`src/rtl/ppe_pkg.sv`:
```
// rtl/ppe_pkg.sv - shared constants and types for the spiking PE stream block
// Purpose: opcode values, packet field positions and the PE state enum used
//          by ppe_stream and ppe_weight_rf.
// Ports:   none (package).
package ppe_pkg;

  // Packet opcodes
  localparam logic [3:0] OP_WEIGHT   = 4'd0;
  localparam logic [3:0] OP_INPUT    = 4'd1;
  localparam logic [3:0] OP_PSUM     = 4'd2;
  localparam logic [3:0] OP_TIMESTEP = 4'd15;

  // 33-bit packet layout: {addr, opcode, payload}
  localparam int PKT_W    = 33;
  localparam int ADDR_MSB = 32;
  localparam int ADDR_LSB = 29;
  localparam int OP_MSB   = 28;
  localparam int OP_LSB   = 25;
  localparam int PAY_MSB  = 24;
  localparam int PAY_LSB  = 0;

  // Result payload layout: {ts[3:0], col[4:0], psum[15:0]}
  localparam int OUT_TS_LSB  = 21;
  localparam int OUT_COL_LSB = 16;

  // Weight bytes carried by one WEIGHT packet
  localparam int WR_BYTES = 3;

  typedef enum logic [1:0] {
    IDLE = 2'd0,
    MAC  = 2'd1,
    EMIT = 2'd2
  } state_e;

endpackage

```
`src/rtl/ppe_weight_rf.sv`:
```
// rtl/ppe_weight_rf.sv - FILTER_W x 8-bit weight register file with auto-incrementing write pointer
// Purpose: holds the filter row; each write stores three bytes at wptr..wptr+2
//          (indices past the filter are dropped) and advances wptr by three,
//          returning it to 0 once it passes the end of the filter.
// Ports:   clk, reset (sync, active-high)
//          wr_en, wr_bytes[23:0]  - three-byte write, byte 0 goes to w[wptr]
//          rd_idx[4:0], rd_data   - combinational read, 0 for out-of-range index
module ppe_weight_rf
  import ppe_pkg::*;
#(
  parameter int FILTER_W = 5
) (
  input  logic        clk,
  input  logic        reset,
  input  logic        wr_en,
  input  logic [23:0] wr_bytes,
  input  logic [4:0]  rd_idx,
  output logic [7:0]  rd_data
);

  localparam int PTR_W = 6;

  logic [7:0]       w_q [FILTER_W];
  logic [7:0]       w_d [FILTER_W];
  logic [PTR_W-1:0] wptr_q, wptr_d;
  logic [PTR_W-1:0] wptr_inc;

  assign wptr_inc = wptr_q + PTR_W'(WR_BYTES);

  always_comb begin
    logic [PTR_W-1:0] off;
    w_d    = w_q;
    wptr_d = wptr_q;
    off    = '0;
    if (wr_en) begin
      for (int j = 0; j < FILTER_W; j++) begin
        off = PTR_W'(j) - wptr_q;
        if (PTR_W'(j) >= wptr_q && off < PTR_W'(WR_BYTES)) begin
          w_d[j] = wr_bytes[{off[1:0], 3'b000} +: 8];
        end
      end
      wptr_d = (wptr_inc >= PTR_W'(FILTER_W)) ? '0 : wptr_inc;
    end
  end

  always_ff @(posedge clk) begin
    if (reset) begin
      for (int j = 0; j < FILTER_W; j++) w_q[j] <= '0;
      wptr_q <= '0;
    end else begin
      w_q    <= w_d;
      wptr_q <= wptr_d;
    end
  end

  always_comb begin
    rd_data = '0;
    for (int j = 0; j < FILTER_W; j++) begin
      if (rd_idx == 5'(j)) rd_data = w_q[j];
    end
  end

endmodule

```
`src/rtl/ppe_stream.sv`:
```
// rtl/ppe_stream.sv - packet-driven spiking 1-D convolution processing element
// Purpose: accepts WEIGHT/INPUT/TIMESTEP packets addressed to MY_ADDR, runs a
//          serial MAC over each output column of the spike row and emits one
//          partial-sum packet per column to DEST_ADDR.
// Ports:   clk, reset (sync, active-high)
//          in_valid/in_ready/in_data[32:0]    - command packet input
//          out_valid/out_ready/out_data[32:0] - partial-sum packet output
//          err_opcode                         - sticky unknown-opcode flag
module ppe_stream
  import ppe_pkg::*;
#(
  parameter int         FILTER_W  = 5,
  parameter int         IFMAP_W   = 25,
  parameter int         PSUM_W    = 13,
  parameter logic [3:0] MY_ADDR   = 4'd5,
  parameter logic [3:0] DEST_ADDR = 4'd9
) (
  input  logic              clk,
  input  logic              reset,
  input  logic              in_valid,
  output logic              in_ready,
  input  logic [PKT_W-1:0]  in_data,
  output logic              out_valid,
  input  logic              out_ready,
  output logic [PKT_W-1:0]  out_data,
  output logic              err_opcode
);

  localparam int OUT_W = IFMAP_W - FILTER_W + 1;

  state_e              state_q, state_d;
  logic [IFMAP_W-1:0]  spikes_q, spikes_d;
  logic [4:0]          col_q, col_d;
  logic [4:0]          k_q, k_d;
  logic [PSUM_W-1:0]   acc_q, acc_d;
  logic [7:0]          term_q, term_d;
  logic [3:0]          ts_q, ts_d;
  logic                err_q, err_d;

  logic [3:0]          pkt_addr, pkt_op;
  logic [PAY_MSB:0]    pkt_pay;
  logic                pkt_mine;
  logic                out_fire;
  logic                last_tap;
  logic                last_col;
  logic [7:0]          w_k;
  logic [5:0]          tap;
  logic [IFMAP_W-1:0]  spikes_sh;

  assign pkt_addr = in_data[ADDR_MSB:ADDR_LSB];
  assign pkt_op   = in_data[OP_MSB:OP_LSB];
  assign pkt_pay  = in_data[PAY_MSB:PAY_LSB];
  assign pkt_mine = in_valid && in_ready && (pkt_addr == MY_ADDR);
  assign out_fire = out_valid && out_ready;
  assign last_tap = (k_q == 5'(FILTER_W));
  assign last_col = (col_q == 5'(OUT_W - 1));

  // Taps past the end of the row shift in zeros, so no bounds check is needed.
  assign tap       = {1'b0, col_q} + {1'b0, k_q};
  assign spikes_sh = spikes_q >> tap;

  ppe_weight_rf #(.FILTER_W(FILTER_W)) u_weight_rf (
    .clk      (clk),
    .reset    (reset),
    .wr_en    (pkt_mine && (pkt_op == OP_WEIGHT)),
    .wr_bytes (pkt_pay[23:0]),
    .rd_idx   (k_q),
    .rd_data  (w_k)
  );

  always_ff @(posedge clk) begin
    if (reset) begin
      state_q  <= IDLE;
      spikes_q <= '0;
      col_q    <= '0;
      k_q      <= '0;
      acc_q    <= '0;
      term_q   <= '0;
      ts_q     <= '0;
      err_q    <= 1'b0;
    end else begin
      state_q  <= state_d;
      spikes_q <= spikes_d;
      col_q    <= col_d;
      k_q      <= k_d;
      acc_q    <= acc_d;
      term_q   <= term_d;
      ts_q     <= ts_d;
      err_q    <= err_d;
    end
  end

  // Next state. MAC runs FILTER_W+1 cycles: the selected weight is registered
  // in term_q and added one cycle later, so k==FILTER_W is the drain step.
  always_comb begin
    state_d = state_q;
    case (state_q)
      IDLE:    if (pkt_mine && (pkt_op == OP_INPUT)) state_d = MAC;
      MAC:     if (last_tap) state_d = EMIT;
      EMIT:    if (out_fire) state_d = last_col ? IDLE : MAC;
      default: state_d = IDLE;
    endcase
  end

  // Datapath registers
  always_comb begin
    spikes_d = spikes_q;
    col_d    = col_q;
    k_d      = k_q;
    acc_d    = acc_q;
    term_d   = term_q;
    ts_d     = ts_q;
    err_d    = err_q;
    case (state_q)
      IDLE: begin
        if (pkt_mine) begin
          case (pkt_op)
            OP_WEIGHT: ;
            OP_INPUT: begin
              spikes_d = pkt_pay[IFMAP_W-1:0];
              col_d    = '0;
              k_d      = '0;
              acc_d    = '0;
              term_d   = '0;
            end
            OP_TIMESTEP: ts_d = ts_q + 4'd1;
            default:     err_d = 1'b1;
          endcase
        end
      end
      MAC: begin
        acc_d  = acc_q + PSUM_W'(term_q);
        term_d = (!last_tap && spikes_sh[0]) ? w_k : 8'd0;
        k_d    = k_q + 5'd1;
      end
      EMIT: begin
        if (out_fire && !last_col) begin
          col_d  = col_q + 5'd1;
          k_d    = '0;
          acc_d  = '0;
          term_d = '0;
        end
      end
      default: ;
    endcase
  end

  // Outputs: everything in out_data is frozen while in EMIT, so it holds
  // steady under backpressure without a separate output register.
  always_comb begin
    in_ready   = (state_q == IDLE);
    out_valid  = (state_q == EMIT);
    err_opcode = err_q;
    out_data   = '0;
    if (state_q == EMIT) begin
      out_data = {DEST_ADDR, OP_PSUM, ts_q, col_q, 16'(acc_q)};
    end
  end

endmodule

```
`config.mk`:
```
export PLATFORM = sky130hd
export DESIGN_NAME = ppe_stream
export DESIGN_NICKNAME = d
export VERILOG_FILES = /design/src/rtl/ppe_pkg.sv /design/src/rtl/ppe_weight_rf.sv /design/src/rtl/ppe_stream.sv
export SDC_FILE = /design/constraint.sdc
export NUM_CORES = 1
export LEC_CHECK = 0
export CAP_MARGIN = 0
export CORE_ASPECT_RATIO = 0.75
export CORE_MARGIN = 2
export CORE_UTILIZATION = 51
export CTS_CLUSTER_DIAMETER = 200
export DETAILED_ROUTE_END_ITERATION = 16
export PLACE_DENSITY_LB_ADDON = 0.05
export SLEW_MARGIN = 25
export SYNTH_ARGS = -nofsm -noshare
export SYNTH_HDL_FRONTEND = slang
export SYNTH_SLANG_ARGS = --single-unit
```
`constraint.sdc`:
```
create_clock -name clk -period 3.34 [get_ports clk]
set_clock_uncertainty 0.15 [all_clocks]
set_input_delay 0.668 -clock clk [delete_from_list [all_inputs] [get_ports clk]]
set_output_delay 0.668 -clock clk [all_outputs]
set_load 0.01 [all_outputs]
```
## After elaboration in Yosys (flattened, before gate mapping)

Cells that the tools add are included.

- Output and inout bits: 36
- Input bits: 37
- Logic and storage cells: 118
- Flip-flop bits (word level): 109

- Add/subtract/negate cells: 11
- Shift-type cells: 6
- Order comparisons: 11
- Multiplexer cells: 27
- Bitwise gates (word level): 1
- Equality and inequality tests: 17
- Reduce and logical (&&, ||, !) cells: 31

Operators with widths:

| operator | number |
|---|---|
| $shiftx 24x6->8 | 5 |
| $mux 8 | 9 |
| $mux 13 | 3 |
| $pmux 13 s3 | 1 |
| $mux 33 | 1 |
| $lt 6x2->1 const B | 5 |
| $shr 25x6->1 | 1 |
| $pmux 8 s3 | 1 |
| $mux 5 | 4 |
| $pmux 5 s3 | 1 |
| $add 13x8->13 | 1 |
| $ge 1x6->1 const A | 2 |
| $ge 2x6->1 const A | 2 |
| $logic_and 1x1->1 | 12 |
| $reduce_and 3->1 | 4 |
| $sub 1x6->6 const A | 2 |
| $sub 2x6->6 const A | 2 |
| $add 5x1->5 const B | 2 |
| $eq 5x2->1 const B | 2 |
| $eq 5x3->1 const B | 2 |
| $ne 2x1->1 const B | 5 |
| $pmux 5 s2 | 1 |
| $reduce_and 2->1 | 5 |
| $reduce_and 4->1 | 2 |
| 26 further kinds | 29 |

## Logic depth before layout (Yosys ltp)

Gate-level depths: netlist (run 1).

- Word-level depth: 8
- Depth in mapped cells: 11
- Mapped depth without buffers: 9

## By module

A second synthesis (run 1) with hierarchy kept.

- Cell total of the unflattened synthesis: 744
- Area, all modules: 6352.3 um^2

Modules (own cells, without submodules):

| module | instances | area an instance (um^2) | sequential area each (um^2) | cells each |
|---|---|---|---|---|
| ppe_stream | 1 | 3450.8 | 1261.2 | 401 |
| ppe_weight_rf | 1 | 2901.5 | 920.9 | 343 |

## Worst setup path before layout (run 1)

Ideal clock, no wire load.

- Path kind: register to register
- Start point: register u_weight_rf.wptr_q[1]
- End point: register u_weight_rf.w_q[37] in the netlist's numbering
- Setup time: 0.128 ns
- Data required time: 3.062 ns
- Cell stages (with the launch flop): 11
- Buffers on the path: 4
- Setup slack: 0.234 ns
- Clock period less this slack: 3.106 ns
- Data arrival time: 2.828 ns
- Cell sequence: dfxtp_1 -> clkbuf_1 -> clkinv_1 -> clkbuf_1 -> ha_1 -> clkbuf_1 -> clkbuf_1 -> mux2i_1 -> o21ai_0 -> mux2i_1 -> nor2_1

- Longest elaborated chain between the ends: 4
- Elaborated cells on any way between the ends: 6
- Those cells by class: add/sub (1); order compare (2); shift (1); reduce/logical (2)

Ends and longest elaborated chain:

| item | line | RTL |
|---|---|---|
| start, declared | ppe_weight_rf.sv:25 | `logic [PTR_W-1:0] wptr_q, wptr_d;` |
| start signal, assigned | ppe_weight_rf.sv:52 | `wptr_q <= wptr_d;` |
| $sub 1x6->6 | ppe_weight_rf.sv:37 | `off = PTR_W'(j) - wptr_q;` |
| $lt 6x2->1 | ppe_weight_rf.sv:38 | `if (PTR_W'(j) >= wptr_q && off < PTR_W'(WR_BYTES)) begin` |
| $logic_and 1x1->1 | ppe_weight_rf.sv:38 |  |
| $reduce_and 2->1 (no source line) | - |  |
| end signal, assigned | ppe_weight_rf.sv:51 | `w_q <= w_d;` |
| end, declared | ppe_weight_rf.sv:23 | `logic [7:0] w_q [FILTER_W];` |

Several ways; a longest one is shown, not always the timed one.
A chain may end at the register's enable or synchronous reset.

## Worst setup path after layout (run 1)

- Start point: register state_q[1]
- End point: output out_data[18]

- Longest elaborated chain between the ends: 2

Ends and longest elaborated chain:

| item | line | RTL |
|---|---|---|
| start, declared | ppe_stream.sv:31 | `state_e state_q, state_d;` |
| start signal, assigned | ppe_stream.sv:82 | `state_q <= state_d;` |
| $eq 2x2->1 | ppe_stream.sv:155 | `if (state_q == EMIT) begin` |
| $mux 33 | ppe_stream.sv:155 |  |
| end, declared | ppe_stream.sv:25 | `output logic [PKT_W-1:0] out_data,` |

No other way between the ends.

==> metrics, run 1 <==
area of the multi-input gates 3790 um2; RSZ-0062 raised after global routing false; Syn. warnings 0; power per cell area 338 nW/um2; post-CTS resize count 0; WP depth 4; Clk pwr share 0.416; CTS sink cnt 109; CP arrival 2300 ps; share of the synthesized area in the top cell type 0.347; CTS Buffer Depth 2; Reg2Reg Setup Slack 330 ps; initial antenna violation count 0; Layout Nets 878; die outline height 100 um; H-tree Lvls 3; compound-cell area share of the yosys netlist 0.143; # diodes 0; post-synth top area cell dfxtp_1; LEAKAGE 2.82 nW; most common flop cell mapped by yosys dfxtp_1; max incr delay on CP 600 ps; distinct cell type count after synthesis 66; CP cell instances nand2_1 > inv_2 > and2_1 > clkdlybuf4s50_1; Total GRT Usage 0.262; synthesized area per cell 8.30 um2; FF-to-FF path depth 8; drc violations 0; Placer Congestion 0.836; CP Max Fanout 25; total CTS buffers 9; routed vias 5520; status complete, no violations; Die W 132 um; Layout area overhead 16.7%; slowest stage cell, crit path dfxtp_1; Post-synth ARST share 0; Starting Density 0.518; Final Setup Violations 0; Crit path max-delay family buffers and inverters; net switching power 0.585 mW; period utilisation layout 0.933; Synth Cell Area 6280 um2; startpoint types flop; Crit Path Class reg -> out; Via-to-Cell Ratio 5.64; reg2reg start k_q[0]; die area 13200 um2; Simple-Gate Fraction of Synth Area 0.231; I/O Buffers 64; final slew viol count 0; pin count of the biggest net entering global routing 44; Synth Area in Adders 0.0681; Min-Delay Path Class reg -> reg; antenna-violating nets left 0; sw frac 0.236; Comb pwr share 0.060; Slew HR 0.545; Setup crit end kind output port; Clock Tree Root clkbuf_16; CTS tree yes; Max Freq 321 MHz; IO Pins 73; Synth Register Bits 109; Fin. Hold Viols 0; layout cell share with drive strength beyond 1 0.0825; Routed WL per cell 17.3 um; maximum VDD drop 0.400 mV; vias in the first global route 5254; combinational family with the most area after synthesis simple AND/OR/NAND/NOR gates; internal power 1.90 mW; WL final 16900 um; RR Endpoint term_q[0]; CP startpoint state_q[1]; hold slack 299 ps; clock latency on the worst-skew pair 350 ps; Setup crit end out_data[18]; filler cell count 1110; first-pass GRT wire length 27700 um; total core area 12100 um2; Worst-path clk slew 80 ps; GR Overflow Total 0; post-synthesis mux area share 0.132; Detailed Routing Iterations Pass 1 5; hold buffers post-CTS 0; Setup Buffers After CTS 0; total negative setup slack 0 ps; Bufs and invs on worst path 2; actual slew at the worst max-slew pin 675 ps; Period minus WS final 3110 ps; drt initial violations 435; Worst Path Required 2520 ps; PnR worst setup slack 225 ps; sequential share of power 0.524; Mapped Cells 757; Post-synth EDFFs 0; DP Worst Slack 145 ps; placed wire-length estimate 12800 um; synth top area cells dfxtp_1 (35%), mux2i_1 (9.4%), nand2_1 (6.9%); register area 2180 um2; sequential area share after synthesis 0.347; num rows 35; Post-Synth XOR/XNOR Area 0.0251; maxcap violations 0
metrics by stage:
step           std cells  power (mW)   util  cell area, um2
2_1_floorplan        764        1.40      -            6310
3_3_place_gp         963        1.47  0.581            7050
3_5_place_dp         963        1.48  0.581            7050
4_1_cts              978        2.49  0.605            7340
5_1_grt              978        2.56  0.605            7340
6_report             978        2.48  0.605            7340
logic make-up after synthesis:
group / after synthesis
AOI/OAI and AO/OA: 153
xor gates and xnor gates: 18
adders and majority gates: 33
buffers and inverters: 73
DFF: 109
muxes: 74
other: 1
and+or+nand+nor: 296
power by group through the flow:
| stage | Clock [mW] | Sequential (mW) | Combinational, mW |
|---|---|---|---|
| after floorplan | 0 | 1.33 | 0.0653 |
| after global placement | 0 | 1.33 | 0.144 |
| after detailed placement | 0 | 1.33 | 0.146 |
| after CTS | 1.04 | 1.30 | 0.146 |
| after global routing | 1.10 | 1.30 | 0.158 |
| final | 1.03 | 1.30 | 0.148 |
area by class of cell:
class | instances | share of cell area
multi-input combinational | 582 | 0.517
sequential | 109 | 0.297
timing repair buffer | 84 | 0.107
clock buffer | 10 | 0.0326
tap | 166 | 0.0283
inverter | 22 | 0.0113
clock inverter | 5 | 0.00614
worst reg2reg max path, stage by stage, from the launching register on:
cell     delay (ps)
dfxtp_1         410
ha_1            260
fa_1            720
mux4_2          360
mux2_2          270
and3_1          190
o31ai_2         200
buf_4           210
o31ai_1         110
placed cells by master, fill, tap and decap left out, types with 9 or more instances in the layout:
master	instances
a21oi_1	58
a22oi_1	12
and2_1	23
buf_4	20
clkbuf_16	9
clkdlybuf4s50_1	63
dfxtp_1	109
ha_1	31
inv_1	19
mux2_2	9
mux2i_1	59
nand2_1	115
nand3_1	14
nor2_1	81
nor3_1	11
o21ai_0	41
o22ai_1	9
xor2_1	13
routing by layer:
layer / GRT usage / share of wire
met1: 0.390 / 0.51
met2: 0.394 / 0.43
met3: 0.0525 / 0.055
met4: 0.0554 / 0.0083
met5: 0 / 0
cells in the mapped netlist (5+ instances only):
master and n:
xnor2_1 5, mux4_2 6, nor3_1 11, buf_4 11
dfxtp_1 109, o22ai_1 9, nand3b_1 5, nand2_1 115
mux2_2 9, mux2i_1 59, inv_1 19, ha_1 31
xor2_1 13, a31oi_1 5, a21oi_1 58, and3_1 6
o31ai_1 7, clkbuf_1 33, nand3_1 14, and2_1 23
nand4_1 7, a22oi_1 12, or3_1 5, o21ai_0 41
nor2_1 81
flip-flops by register name, summed over array words and instances, names as in the netlist:
name / flops
u_weight_rf.w_q: 40
spikes_q: 25
acc_q: 13
term_q: 8
u_weight_rf.wptr_q: 6
col_q: 5
k_q: 5
ts_q: 4
state_q: 2
err_opcode: 1
worst min-delay path by stage:
| stage | depth (start not counted) | slack [ps] | from | end |
|---|---|---|---|---|
| 2_1_floorplan | 2 | 280 | spikes_q[24] | spikes_q[24] |
| 3_3_place_gp | 2 | 280 | err_opcode | err_opcode |
| 3_5_place_dp | 2 | 290 | spikes_q[24] | spikes_q[24] |
| 4_1_cts | 2 | 300 | spikes_q[24] | spikes_q[24] |
| 5_1_grt | 2 | 320 | spikes_q[24] | spikes_q[24] |
| 6_report | 2 | 300 | spikes_q[24] | spikes_q[24] |
No activity file was read; power rests on OpenSTA's default activity.
==> inputs of run 2 (changes only) <==
- CORE_UTILIZATION: 51 -> 53
- CTS_BUF_LIST: default -> sky130_fd_sc_hd__clkbuf_8
==> metrics, run 2 (synthesis gave the netlist of run 1 again) <==
status complete, no violations; top flop regs u_weight_rf.w_q (40), spikes_q (25), acc_q (13); GR Overflow Total 0; fin util 0.626; CP Max Fanout 25; vias in the first global route 5049; Setup crit end kind output port; Via-to-Cell Ratio 5.67; Slew HR 0.478; Period minus WS final 3140 ps; LEAKAGE 2.77 nW; total negative setup slack 0 ps; Routed WL per cell 17.0 um; Min-Delay Path Class reg -> reg; Starting Density 0.543; CP arrival 2320 ps; routed vias 5518; total CTS buffers 9; Clock Tree Root clkbuf_8; Setup Buffers After CTS 0; Placer Congestion 0.857; maximum VDD drop 0.265 mV; post-CTS resize count 0; Detailed Routing Iterations Pass 1 5; actual slew at the worst max-slew pin 783 ps; hold path start spikes_q[19]; drt initial violations 496; clock latency on the worst-skew pair 390 ps; Inst Count DP 957; Die W 130 um; most frequent cells in the layout nand2_1 (115), dfxtp_1 (108), nor2_1 (81); Reg2Reg Setup Slack 260 ps; Fin. Hold Viols 0; Final Setup Violations 0; Layout Nets 876; IO Pins 73; first-pass GRT wire length 26500 um; Total GRT Usage 0.265; total core area 11600 um2; WL final 16500 um; most common cell after layout, fill and taps aside nand2_1; initial antenna violation count 0; Worst-path clk slew 110 ps; reg2reg start k_q[0]; final slew viol count 0; power per cell area 317 nW/um2; die area 12800 um2; CTS Buffer Depth 2; CTS tree yes; antenna-violating nets left 0; filler cell count 1007; pin count of the biggest net entering global routing 56; CP startpoint state_q[1]; startpoint types flop; num rows 34; I/O Buffers 64; Biggest register u_weight_rf.w_q; Worst Path Required 2520 ps; # diodes 0; hold slack 306 ps; Crit Path Class reg -> out; die outline height 98.3 um; H-tree Lvls 3; hold buffers post-CTS 0; RSZ-0062 raised after global routing false; placed wire-length estimate 12500 um; CTS sink cnt 109; layout cell share with drive strength beyond 1 0.0826; Max Freq 319 MHz; drc violations 0; max FFs per register 40; maxcap violations 0; Finished Layout Cells 973; period utilisation layout 0.940; Layout area overhead 15.2%
## run 2: final timing paths
kind,endpoint,cells past startpoint
worst min register to register,spikes_q[19],2
worst max register to register,term_q[4],8
worst min-delay path,spikes_q[19],2
worst max-delay path,out_data[19],4
## run 2: area by class of cell
class	instances	area, um2	share of cell area
well taps	162	203	0.0280
repair buffers	82	771	0.106
inverters	22	83.8	0.0116
clock inverters	7	80.1	0.0111
multi-input cells	582	3790	0.524
clock buffers	9	124	0.0171
flip-flops and latches	109	2180	0.302
## run 2: metal layers
metal,routed length (um),GRT usage,share of wire
met2,6940,0.377,0.42
met3,947,0.0510,0.057
met5,0,0,0
met4,172,0.0571,0.010
met1,8440,0.414,0.51
## run 2: metrics by stage
stage,power [mW],cell area [um2],worst slack [ps]
6_report,2.29,7240,202
5_1_grt,2.38,7240,45.3
4_1_cts,2.31,7240,136
3_5_place_dp,1.47,7030,194
3_3_place_gp,1.47,7030,276
2_1_floorplan,1.40,6310,234
## run 2: critical path, cell delays in order (launching register included)
cell and delay [ps]:
dfxtp_1 630, nand2_1 290, clkinv_2 300, and2_1 180, clkdlybuf4s50_1 530
## run 2: power breakdown
part / internal [mW] / switching (mW)
registers: 1.30 / 0.000797
clock network: 0.358 / 0.488
logic: 0.0638 / 0.0823
total: 1.72 / 0.572
==> RTL change 1: new RTL, config.mk and constraints of run 2 <==
Encoding of `state_e`: now one-hot (3 bits for 3 states).
--- a/src/rtl/ppe_pkg.sv
+++ b/src/rtl/ppe_pkg.sv
@@ -27,8 +27,8 @@
   localparam int WR_BYTES = 3;
 
-  typedef enum logic [1:0] {
-    IDLE = 2'd0,
-    MAC  = 2'd1,
-    EMIT = 2'd2
+  typedef enum logic [2:0] {
+    IDLE = 3'b001,
+    MAC  = 3'b010,
+    EMIT = 3'b100
   } state_e;
 
Function: no difference found for any inputs over 4 cycles, from zero or initial values and one cycle with reset high; so few cycles prove little.
==> RTL change 1 against run 2 <==
- die area grew 2.4%
- area after synthesis grew 2.5%
- sequential cell count grew 1
- setup slack gained 0.21 ns
- synthesized cell count grew 2.6%
- design area grew 1.5%
- hold slack gained 0.0074 ns
- wire length grew 2.3%
- global-route usage shrank 0.30 points
- sequential share of layout area shrank 0.18 points
- power shrank 0.30%
- first-iteration DRC count shrank 16%
- utilization is essentially flat
- critical path type is now flip-flop to flip-flop
- critical endpoint is now term_q[6]
- largest cell class unchanged
==> RTL change 1: results <==
{
  "worst_ep_arrival_time_ns": 3.06,
  "dpl.cell_count": 970,
  "commonest_cells_post_synth": "sky130_fd_sc_hd__dfxtp_1 (110), sky130_fd_sc_hd__nor2_1 (103), sky130_fd_sc_hd__a21oi_1 (85)",
  "gp_congestion": 0.889,
  "max-vdd-ir-drop_uv": 204,
  "final-nonclk-buf-share": 0.103,
  "cellLeakagePower_uw": 0.00263,
  "timing.critical_path.slowest_cell_delay_ns": 0.71,
  "synth_seq_area_share": 0.342,
  "fillcell_total": 1031,
  "clkbuf_count": 9,
  "first_global_vias": 5344,
  "layout.area.seq_um2": 2200,
  "number_of_nets_in_the_layout": 889,
  "netSwitchingFraction": 0.247,
  "largest_net_degree_at_the_start_of_global_routing": 50,
  "dpl_worst_slack_ns": 0.212,
  "grt_util_all_layers": 0.262,
  "synth.ff_latch_count": 110,
  "crit_path_top_delay_cell": "sky130_fd_sc_hd__fa_1",
  "signal_buffers": 80,
  "max_slew_margin": 0.365,
  "max_cap_viol_count": 0,
  "worstPathMaxFanout": 7,
  "dp_hpwl_um": 12700,
  "final_cells": 985,
  "antenna_found_initial": 0,
  "grt_pass1_wl_um": 27500,
  "synth.avg_cell_area_um2": 8.29,
  "multi_input_comb_cells": 595,
  "ys_types": 65,
  "num_vias": 5697,
  "routed_wire_length_per_instance_um": 17.1,
  "non_cts_inverters": 23,
  "family_of_cells_with_the_greatest_summed_delay_on_the_critical_path": "adder cells",
  "layout-drive-gt1-share": 0.0705,
  "final-clk-cell-share": 0.0266,
  "multi_input_comb_area_um2": 3900,
  "drtIter0Drc": 418,
  "sh_seq_area": 0.300,
  "run_status": "complete, no violations",
  "synthTopCellsByArea": "sky130_fd_sc_hd__dfxtp_1 (34%), sky130_fd_sc_hd__mux2i_1 (7.9%), sky130_fd_sc_hd__a21oi_1 (6.6%), sky130_fd_sc_hd__ha_1 (6.0%), sky130_fd_sc_hd__nor2_1 (6.0%)"
}
-- RTL change 1: layer usage --
layer / share of wire / GRT usage / up-vias
met1: 0.49 / 0.375 / 2696
met2: 0.44 / 0.415 / 172
li1: - / - / 2813
met4: 0.0085 / 0.0426 / 0
met5: 0 / 0 / -
met3: 0.064 / 0.0596 / 16
-- RTL change 1: cells by family (layout without fill, tap and decap cells) --
logic type / Yosys count / in the layout / share of synthesized area
AND/OR/NAND/NOR: 294 / 294 / 0.228
AO/OA/AOI/OAI: 185 / 185 / 0.179
flip-flops: 110 / 110 / 0.342
buffers and inverters: 79 / 118 / 0.0577
multiplexers: 58 / 58 / 0.104
adder cells (fa/ha/maj): 33 / 33 / 0.0664
XOR/XNOR: 17 / 17 / 0.0231
other: 1 / 8 / 0.000582
-- RTL change 1: final timing paths --
kind | startpoint | cells past startpoint | to | slack [ns]
min | spikes_q[22] | 2 | spikes_q[22] | 0.31
max reg2reg | k_q[0] | 9 | term_q[6] | 0.41
max | k_q[0] | 9 | term_q[6] | 0.41
min reg2reg | spikes_q[22] | 2 | spikes_q[22] | 0.31
-- RTL change 1: metrics by stage --
step	total power (uW)	hold slack [ns]	area (um^2)
after floorplan	1400	0.283	6470
after global placement	1480	0.292	7150
after detailed placement	1490	0.300	7150
after CTS	2290	0.315	7340
after global routing	2370	0.330	7340
final	2290	0.313	7340
-- RTL change 1: power groups by stage --
stage / sequential, uW / combinational (uW) / clock (uW)
final: 1310 / 147 / 827
after global routing: 1310 / 156 / 899
after floorplan: 1340 / 61.8 / 0
after detailed placement: 1340 / 143 / 0
after global placement: 1340 / 141 / 0
after CTS: 1310 / 143 / 839
==> RTL change 2: new RTL, flow settings as in run 2 <==
Without the edit above. Register the output `err_opcode`; this adds one clock of latency there. The other outputs are not delayed to match.
--- a/src/rtl/ppe_stream.sv
+++ b/src/rtl/ppe_stream.sv
@@ -28,4 +28,6 @@
 
   localparam int OUT_W = IFMAP_W - FILTER_W + 1;
+
+  logic err_opcode_d;
 
   state_e              state_q, state_d;
@@ -151,5 +153,5 @@
     in_ready   = (state_q == IDLE);
     out_valid  = (state_q == EMIT);
-    err_opcode = err_q;
+    err_opcode_d = err_q;
     out_data   = '0;
     if (state_q == EMIT) begin
@@ -158,4 +160,8 @@
   end
 
+  always_ff @(posedge clk) begin
+    err_opcode <= err_opcode_d;
+  end
+
 endmodule
 
Function: changed (a bounded check fails within 4 cycles, from zero or initial values and one cycle with reset high).
==> RTL change 2 against run 2 <==
- wire length grew 1.5%
- power shrank 1.4%
- fmax shrank 0.76%
- register-to-register slack gained 0.08 ns
- largest cell class unchanged
- area after synthesis grew 0.32%
- highest routed layer unchanged
- critical path depth is the same
- design area grew 0.17%
- via count grew 0.31%
- synthesized cell count grew 0.13%
- sequential share of layout area grew 0.21 points
- setup slack lost 0.024 ns
- global-route usage grew 0.12 points
- cell count grew 0.10%
- sequential cell count grew 1
==> RTL change 2: results <==
{
  "first_pass_iters": 7,
  "cts_htree_levels": 3,
  "worstPathMaxFanout": 25,
  "dp_hpwl_um": 12700,
  "clock_latency_ns": 0.38,
  "grt_util_all_layers": 0.266,
  "synth_seq_area_share": 0.349,
  "postCtsResizedCells": 0,
  "grt_pass1_wl_um": 26700,
  "first_global_vias": 5082,
  "max_slew_margin": 0.452,
  "crit_path_top_delay_cell": "sky130_fd_sc_hd__dfxtp_1",
  "antenna_found_initial": 0,
  "routed_wire_length_per_instance_um": 17.2,
  "fillcell_total": 1030,
  "clock_tree.buffer_depth": 2,
  "ys_types": 66,
  "ys_dominant_reg_cell": "sky130_fd_sc_hd__dfxtp_1",
  "synthTopCellsByArea": "sky130_fd_sc_hd__dfxtp_1 (35%), sky130_fd_sc_hd__mux2i_1 (9.4%), sky130_fd_sc_hd__nand2_1 (6.8%), sky130_fd_sc_hd__ha_1 (6.2%), sky130_fd_sc_hd__nor2_1 (4.8%)",
  "diodes": 0,
  "cellLeakagePower_uw": 0.00278,
  "gp_congestion": 0.892,
  "number_of_nets_in_the_layout": 879,
  "max-vdd-ir-drop_uv": 257,
  "cts_root_buffer": "sky130_fd_sc_hd__clkbuf_8",
  "postCtsSetupRepairBufs": 0,
  "hold_path.class": "flip-flop to flip-flop",
  "async_reset_ff_frac": 0,
  "top_regs": "u_weight_rf.w_q x40, spikes_q x25, acc_q x13",
  "ys.warnings.count": 0,
  "cts_buffers": 9,
  "run_status": "complete, no violations",
  "worst_setup_hold_path_clk_slew_ns": 0.10,
  "commonest_cells_post_synth": "sky130_fd_sc_hd__nand2_1 (115), sky130_fd_sc_hd__dfxtp_1 (110), sky130_fd_sc_hd__nor2_1 (81)",
  "drtIter0Drc": 349,
  "layout-drive-gt1-share": 0.0813,
  "timing.critical_path.slowest_cell_delay_ns": 0.62,
  "largest_net_degree_at_the_start_of_global_routing": 81,
  "num_vias": 5535,
  "io_buffers": 64
}
-- RTL change 2: changes by cell type in the layout (fill, tap and decap cells not counted), sizes merged --
cell / delta
buf: +2
clkinv: -2
dfxtp: +1
-- RTL change 2: layout make-up --
| class | count | area share |
|---|---|---|
| clock buffers | 9 | 0.0171 |
| clock inverters | 5 | 0.00828 |
| inverters | 22 | 0.0114 |
| multi-input cells | 582 | 0.523 |
| flip-flops and latches | 110 | 0.304 |
| well taps | 162 | 0.0280 |
| repair buffers | 84 | 0.108 |
-- RTL change 2: report_power, final --
group	switching (uW)	internal, uW
sequential	0.812	1310
clock	456	343
combinational	84.7	63.9
total	542	1720
-- RTL change 2: critical path: cells and delay by family, from the launching register on --
kind | cells | cell delay (ns)
DFF | 1 | 0.62
and+or+nand+nor | 2 | 0.47
buffers and inverters | 2 | 0.87
-- RTL change 2: path summary, 6_finish.rpt --
| path | startpoint | slack [ns] | cells after the start | endpoint |
|---|---|---|---|---|
| min | err_opcode_d | 0.21 | 0 | err_opcode |
| max | state_q[1] | 0.18 | 4 | out_data[12] |
| min reg2reg | err_opcode_d | 0.21 | 0 | err_opcode |
| max reg2reg | k_q[0] | 0.34 | 8 | term_q[3] |
-- RTL change 2: per-stage QoR --
| stage | instance area [um^2] | std cells | setup slack [ns] | hold slack (ns) |
|---|---|---|---|---|
| after CTS | 7250 | 974 | 0.198 | 0.206 |
| after global routing | 7250 | 974 | 0.0100 | 0.220 |
| after detailed placement | 7070 | 960 | 0.154 | 0.188 |
| after floorplan | 6330 | 765 | 0.234 | 0.181 |
| after global placement | 7070 | 960 | 0.256 | 0.190 |
| final | 7250 | 974 | 0.178 | 0.206 |
-- RTL change 2: cells by family (layout without fill, tap and decap cells) --
group,Yosys count,count (layout),share of synthesized area
adder cells (fa/ha/maj),33,33,0.0679
AND/OR/NAND/NOR,296,296,0.230
AO/OA/AOI/OAI,153,153,0.143
flip-flops,110,110,0.349
buffers and inverters,73,120,0.0530
XOR/XNOR,18,18,0.0250
multiplexers,74,74,0.131
other,1,8,0.000595
-- RTL change 2: metal layers --
layer	track usage	part of all wire	vias up
met1	0.412	0.51	2616
li1	-	-	2719
met5	0	0	-
met2	0.377	0.42	181
met3	0.0565	0.062	19
met4	0.0645	0.012	0
